`src/rtl/pixel_pkg.sv`:
```
// pixel_pkg: shared FSM states, channel codes and write-address field widths for the pixel loader
package pixel_pkg;
   typedef enum logic [1:0] {IDLE, LOAD, DONE} state_t;
   localparam logic [1:0] CH_RED   = 2'b00;
   localparam logic [1:0] CH_GREEN = 2'b01;
   localparam logic [1:0] CH_BLUE  = 2'b10;
   localparam int CH_W  = 2;
   localparam int ROW_W = 5;
   localparam int COL_W = 5;
endpackage

```
`src/rtl/pixel_addr_cnt.sv`:
```
// pixel_addr_cnt: channel-major col/row/ch beat counter; col fastest, then row, then ch
module pixel_addr_cnt
   import pixel_pkg::*;
#(
   parameter int IMG_W  = 32,
   parameter int IMG_H  = 32,
   parameter int NUM_CH = 3
) (
   input  logic             clk,
   input  logic             rst,
   input  logic             inc,
   input  logic             clr,
   output logic [CH_W-1:0]  ch,
   output logic [ROW_W-1:0] row,
   output logic [COL_W-1:0] col,
   output logic             last
);
   localparam logic [COL_W-1:0] COL_MAX = COL_W'(IMG_W - 1);
   localparam logic [ROW_W-1:0] ROW_MAX = ROW_W'(IMG_H - 1);
   localparam logic [CH_W-1:0]  CH_MAX  = CH_W'(NUM_CH - 1);
   logic col_end, row_end, ch_end;
   assign col_end = col == COL_MAX;
   assign row_end = row == ROW_MAX;
   assign ch_end  = ch == CH_MAX;
   assign last    = col_end && row_end && ch_end;
   // advance on each accepted beat; wrapping after the final beat leaves the counter at zero for the next frame
   always_ff @(posedge clk or posedge rst) begin
      if (rst) begin
         col <= '0;
         row <= '0;
         ch  <= '0;
      end else if (clr) begin
         col <= '0;
         row <= '0;
         ch  <= '0;
      end else if (inc) begin
         col <= col_end ? '0 : col + 1'b1;
         if (col_end) begin
            row <= row_end ? '0 : row + 1'b1;
            if (row_end) ch <= ch_end ? '0 : ch + 1'b1;
         end
      end
   end
endmodule

```
`src/rtl/pixel_loader.sv`:
```
// pixel_loader: streams channel-major samples into pixel memory writes; PIXEL_LOADER_CHECKSUM_EN adds a running sample checksum output
module pixel_loader
   import pixel_pkg::*;
#(
   parameter int IMG_W  = 32,
   parameter int IMG_H  = 32,
   parameter int NUM_CH = 3
) (
   input  logic        clk,
   input  logic        rst,
   input  logic        start,
   input  logic        abort,
   input  logic        in_valid,
   input  logic [15:0] in_data,
   output logic        in_ready,
   output logic        write_pixel_signal,
   output logic [15:0] write_pixel_addr,
   output logic [15:0] write_pixel_data,
   output logic        busy,
   output logic        done
`ifdef PIXEL_LOADER_CHECKSUM_EN
   ,output logic [15:0] checksum
`endif
);
   state_t state, next;
   logic [CH_W-1:0]  ch;
   logic [ROW_W-1:0] row;
   logic [COL_W-1:0] col;
   logic last, acc, clr;
   assign in_ready = (state == LOAD) && !abort;
   assign acc      = in_valid && in_ready;
   assign clr      = ((state == IDLE) && start) || ((state == LOAD) && abort);

   pixel_addr_cnt #(.IMG_W(IMG_W), .IMG_H(IMG_H), .NUM_CH(NUM_CH)) u_cnt (
      .clk (clk),
      .rst (rst),
      .inc (acc),
      .clr (clr),
      .ch  (ch),
      .row (row),
      .col (col),
      .last(last)
   );

   // state register
   always_ff @(posedge clk or posedge rst) begin
      if (rst) state <= IDLE;
      else     state <= next;
   end

   // next state and status outputs; start only matters in IDLE, abort only in LOAD
   always_comb begin
      next = state;
      busy = 1'b0;
      done = 1'b0;
      case (state)
         IDLE:    next = start ? LOAD : IDLE;
         LOAD:    next = abort ? IDLE : (acc && last) ? DONE : LOAD;
         default: next = IDLE;
      endcase
      busy = state == LOAD;
      done = state == DONE;
   end

   // register one write per accepted beat; addr/data hold between writes
   always_ff @(posedge clk or posedge rst) begin
      if (rst) begin
         write_pixel_signal <= 1'b0;
         write_pixel_addr   <= '0;
         write_pixel_data   <= '0;
      end else begin
         write_pixel_signal <= acc;
         if (acc) begin
            write_pixel_addr <= {4'b0, ch, row, col};
            write_pixel_data <= in_data;
         end
      end
   end

`ifdef PIXEL_LOADER_CHECKSUM_EN
   // sum at acceptance so the final sample is already included in the done cycle
   always_ff @(posedge clk or posedge rst) begin
      if (rst)      checksum <= '0;
      else if (clr) checksum <= '0;
      else if (acc) checksum <= checksum + in_data;
   end
`endif
endmodule

```
`config.mk`:
```
export PLATFORM = sky130hd
export DESIGN_NAME = pixel_loader
export DESIGN_NICKNAME = d
export VERILOG_FILES = /design/src/rtl/pixel_pkg.sv /design/src/rtl/pixel_addr_cnt.sv /design/src/rtl/pixel_loader.sv
export SDC_FILE = /design/constraint.sdc
export NUM_CORES = 1
export LEC_CHECK = 0
export BUFFER_PORTS_ARGS = -buffer_cell sky130_fd_sc_hd__buf_2
export CAP_MARGIN = 10
export CORE_MARGIN = 4
export CORE_UTILIZATION = 45
export DETAILED_ROUTE_END_ITERATION = 7
export PLACE_DENSITY = 0.71
export SYNTH_ARGS = -nofsm -noshare
export SYNTH_HDL_FRONTEND = slang
export SYNTH_SLANG_ARGS = --single-unit
```
`constraint.sdc`:
```
create_clock -name clk -period 1.9 [get_ports clk]
set_input_delay 0.095 -clock clk [delete_from_list [all_inputs] [get_ports clk]]
set_output_delay 0.095 -clock clk [all_outputs]
set_load 0.01 [all_outputs]
```
[Word level (Yosys, flattened, before mapping)]
Cells that the tools add are included.
Storage, ports and cells
  bits in registers: 43
  input port bits: 21
  logic and storage cells: 46
Operators by class
  $add $sub $neg: 3
  equal/unequal tests: 5
  multiplexer cells: 16
  reductions and logical operators: 15
Operators with widths (count)
  5-bit two-way mux: 7
  2-bit two-way mux: 7
  5-bit by 1-bit adder with 5-bit output, second input constant: 2
  5-bit == test, second input constant: 2
  1-bit logical AND: 7
  2-bit nonzero test: 3
  2-bit == test, second input constant: 2
  2-bit one-hot mux with 2 select lines: 1
  3-bit AND reduction: 1
  2-bit by 1-bit adder with 2-bit output, second input constant: 1
  2-bit by 1-bit == test with 1-bit output, second input constant: 1
  2-bit zero test: 1
  2-bit AND reduction: 1
  1-bit zero test: 1
  1-bit logical OR: 1
  1-bit two-way mux: 1

[Depth between registers and ports, before layout]
  depth after elaboration: 7
  depth in mapped cells: 7

[By module]
A second synthesis with hierarchy kept.
Second synthesis, totals
  cells, all modules: 145
  area total of the unflattened synthesis: 1946.9 um^2
Modules (own cells, without submodules)
  pixel_loader: instances 1, cells an instance 79, area an instance 1288.7 um^2, seq. area each 775.7 um^2
  pixel_addr_cnt: instances 1, cells an instance 66, area an instance 658.1 um^2, seq. area each 300.3 um^2

[Worst setup path after synthesis]
OpenSTA, ideal clock, no wires.
  path type: reg-to-reg
  start: register u_cnt.row[0]
  end: register u_cnt.ch[0]
  setup time: 0.065 ns
  data arrival time: 1.649 ns
  path slack: 0.186 ns
  stages on the path, launching flop included: 8
  path buffers: 0
  period minus slack after synthesis: 1.714 ns
  cells stage by stage: dfrtp_1 -> ha_1 -> inv_1 -> nor3_1 -> ha_1 -> or3b_2 -> o211ai_1 -> mux2_2
On the way
  cells in the longest elaborated chain, start to end: 3
Ends and longest elaborated chain
  start, declared: line pixel_addr_cnt.sv:14  | output logic [ROW_W-1:0] row,
  start signal, assigned: line pixel_addr_cnt.sv:39  | row <= row_end ? '0 : row + 1'b1;
  5-bit == test: line pixel_addr_cnt.sv:23  | assign row_end = row == ROW_MAX;
  2-bit nonzero test (no line)
  3-bit AND reduction (no line)
  end signal, assigned: line pixel_addr_cnt.sv:40  | if (row_end) ch <= ch_end ? '0 : ch + 1'b1;
  end, declared: line pixel_addr_cnt.sv:13  | output logic [CH_W-1:0] ch,
No other way between the ends.
A chain may end at the register's enable or synchronous reset.

[Worst setup path after layout]
Ends and elaborated chain as after synthesis.

==> results.md <==
* Post-synth EDFFs at 0
* PD cells at 955 nW/µm²
* Share of the synthesized area in the top cell type at 54.2%
* CORE AREA at 4140 µm²
* Distinct cells, synth at 38
* Mux contribution to synthesized area at 18.9%
* Crit. End Element: flip-flop
* Final WL at 3.80 mm
* Total Routing Usage GR at 14.7%
* Static leakage at 0.00120 µW
* Status: completed
* Setup TNS at 0 ps
* Dpl cells at 248
* Post-synthesis sequential element count at 43
* Setup slack after layout at 129 ps
* Net count, final at 232
* Min Tclk post-route at 1770 ps
* RSZ-0062 raised after global routing: no
* # clock sinks at 43
* Max-cap violations at 0
* Fill cells at 354
* Worst VDD drop at 0.000626 V
* Num CTS Buffers at 5
* Total gr overflow at 0
* Largest net degree at the start of global routing at 39
* Die Area at 5540 µm²
* Vias post-DR at 1,362
* Largest family of logic cells by synthesized area: multiplexers
* Fin. max-slew vios at 0
* Leading post-synthesis cells by cell area: dfrtp_1 (54%), mux2_2 (11%), mux2_4 (7.6%)
* Yosys top cell by area: dfrtp_1
* Initial antenna violation count at 0
* Per-cell routed wire length at 14.8 µm
* CTS tree: built
* Util after Layout at 58.3%
* Initial core utilization at 47.9%
* Most common cell after layout, fill and taps aside: buf_2
* Fin. Hold Viols at 0
* DR pass1 iterations at 4
* Cell Area, Synth at 1980 µm²
* Clock slew at reported path FFs at 80 ps
* Worst hold path type: input pin to flip-flop
* Top FF cell, synth: dfrtp_1
* Clock tree root buffer cell: clkbuf_8
* Clk Latency, worst-skew pair at 290 ps
* IO Port Bufs at 52
* Detailed Place HPWL at 2.80 mm
* Non-filler cells, final at 257
* GPL Wtd Cong at 0.868
* Synth warn at 0
* Initial detailed-routing violation count at 50
* FP Rows at 23
* H-Tree Depth at 2
* Max clock buf depth at 2
* Place WS at 83.4 ps
* Most frequent cells in the layout: buf_2 (52), dfrtp_1 (43), mux2_2 (19)
* Vias in the first global route at 1,375
* I/O Pins at 57
* Vias/cell at 5.30
* Compound-gate portion of the synthesized area at 9.27%
* Adder-Cell Fraction of Synth Area at 2.52%
* Fin crit share at 93.2%
* Final setup viols at 0
* Hold WS at 35.4 ps
* Global-route wire length before repair at 6.35 mm
* Die height at 74.4 µm
* N_diodes at 0
* Die Wd at 74.4 µm
* Crit Path Class: flip-flop to flip-flop
* Post-route ant nets at 0
* DRC violations left at 0
* Fmax at 0.565 GHz
* Setup crit start kind: flip-flop
* Mapped Cells at 147
* Post-Synth XOR/XNOR Area at 0.441%
* Syn Area/Cell at 13.5 µm²
* Area grow syn2layout at 21.8%
* Clk_skew at 8.46 ps
* Crit path DAT at 2010 ps
* Layout cell share with drive strength beyond 1 at 49.3%
* CP max FO at 5
* Critical Path RT at 2140 ps
* Simple-gate share of the synthesized area at 8.95%
* Seq/Total Area, Yosys at 54.2%
* Asr flop ratio synth at 100%
worst max-delay path: stages, from the launching register on:
cell	delay (ps)
dfrtp_1	420
ha_1	230
inv_1	70
nor3_1	50
ha_2	190
or3b_2	440
o211ai_1	130
mux2_2	180
cell type report:
cell class | count | area (µm²) | share of cell area [%]
Tap cell | 50 | 62.6 | 2.59
Multi-Input combinational cell | 91 | 818 | 33.9
Sequential cell | 43 | 1080 | 44.5
Inverter | 6 | 22.5 | 0.932
Timing Repair Buffer | 60 | 335 | 13.9
Clock inverter | 1 | 30.0 | 1.24
Clock buffer | 6 | 72.6 | 3.00
where the power goes:
group	internal, µW	total (µW)	switching (µW)
logic	269	509	240
registers	1050	1130	79.1
clock network	385	668	283
total	1710	2310	602
metal layers:
| metal | vias up | part of all wire [%] | track usage (%) |
|---|---|---|---|
| met5 | - | 0 | 0 |
| met4 | 0 | 1.4 | 4.74 |
| met3 | 7 | 5.3 | 3.92 |
| met2 | 31 | 50 | 25.2 |
| li1 | 644 | - | - |
| met1 | 680 | 43 | 18.0 |
stage by stage:
step / total power (µW) / instance area, µm²
final: 2310 / 2420
after detailed placement: 1670 / 2290
after global routing: 2440 / 2420
after CTS: 2340 / 2400
after global placement: 1650 / 2290
after floorplan: 1460 / 2000
final timing paths:
| path | endpoint | cells past startpoint | slack (ps) | startpoint |
|---|---|---|---|---|
| max in group asynchronous | u_cnt.row[1] | 4 | 1260 | rst |
| max | u_cnt.ch[0] | 7 | 130 | u_cnt.row[0] |
| max reg2reg | u_cnt.ch[0] | 7 | 130 | u_cnt.row[0] |
| min in group asynchronous | write_pixel_addr[7] | 4 | 410 | rst |
| min | write_pixel_data[10] | 2 | 40 | in_data[10] |
| min reg2reg | write_pixel_data[5] | 1 | 500 | write_pixel_data[5] |
what timing repair did:
| action | 4_1_cts | 5_1_grt |
|---|---|---|
| hold endpoints to repair | 43 | 0 |
| gates resized for setup | 0 | 2 |
| setup endpoints to repair | 0 | 2 |
| buffers inserted | 0 | 1 |
| hold buffers | 1 | 0 |
registers in the layout, summed over array words and instances, names as in the netlist:
register / flops
write_pixel_addr: 12
u_cnt.col: 5
u_cnt.ch: 2
u_cnt.row: 5
write_pixel_data: 16
write_pixel_signal: 1
state: 2
Yosys cell counts, types with 4 or more instances:
master,number
ha_1,4
mux2_4,10
inv_1,6
o21ai_0,4
dfrtp_1,43
buf_6,4
buf_4,5
a21oi_1,5
mux2_2,19
cells by family (layout without fill, tap and decap cells):
kind of cell               after synthesis  in the layout
and+or+nand+nor                         28             28
muxes                                   30             30
buffers and inverters                   16             73
adders and majority gates                4              4
DFF                                     43             43
other                                    1              4
xor gates and xnor gates                 1              1
AOI/OAI and AO/OA                       24             24
Power figures use the tool's default switching activity.
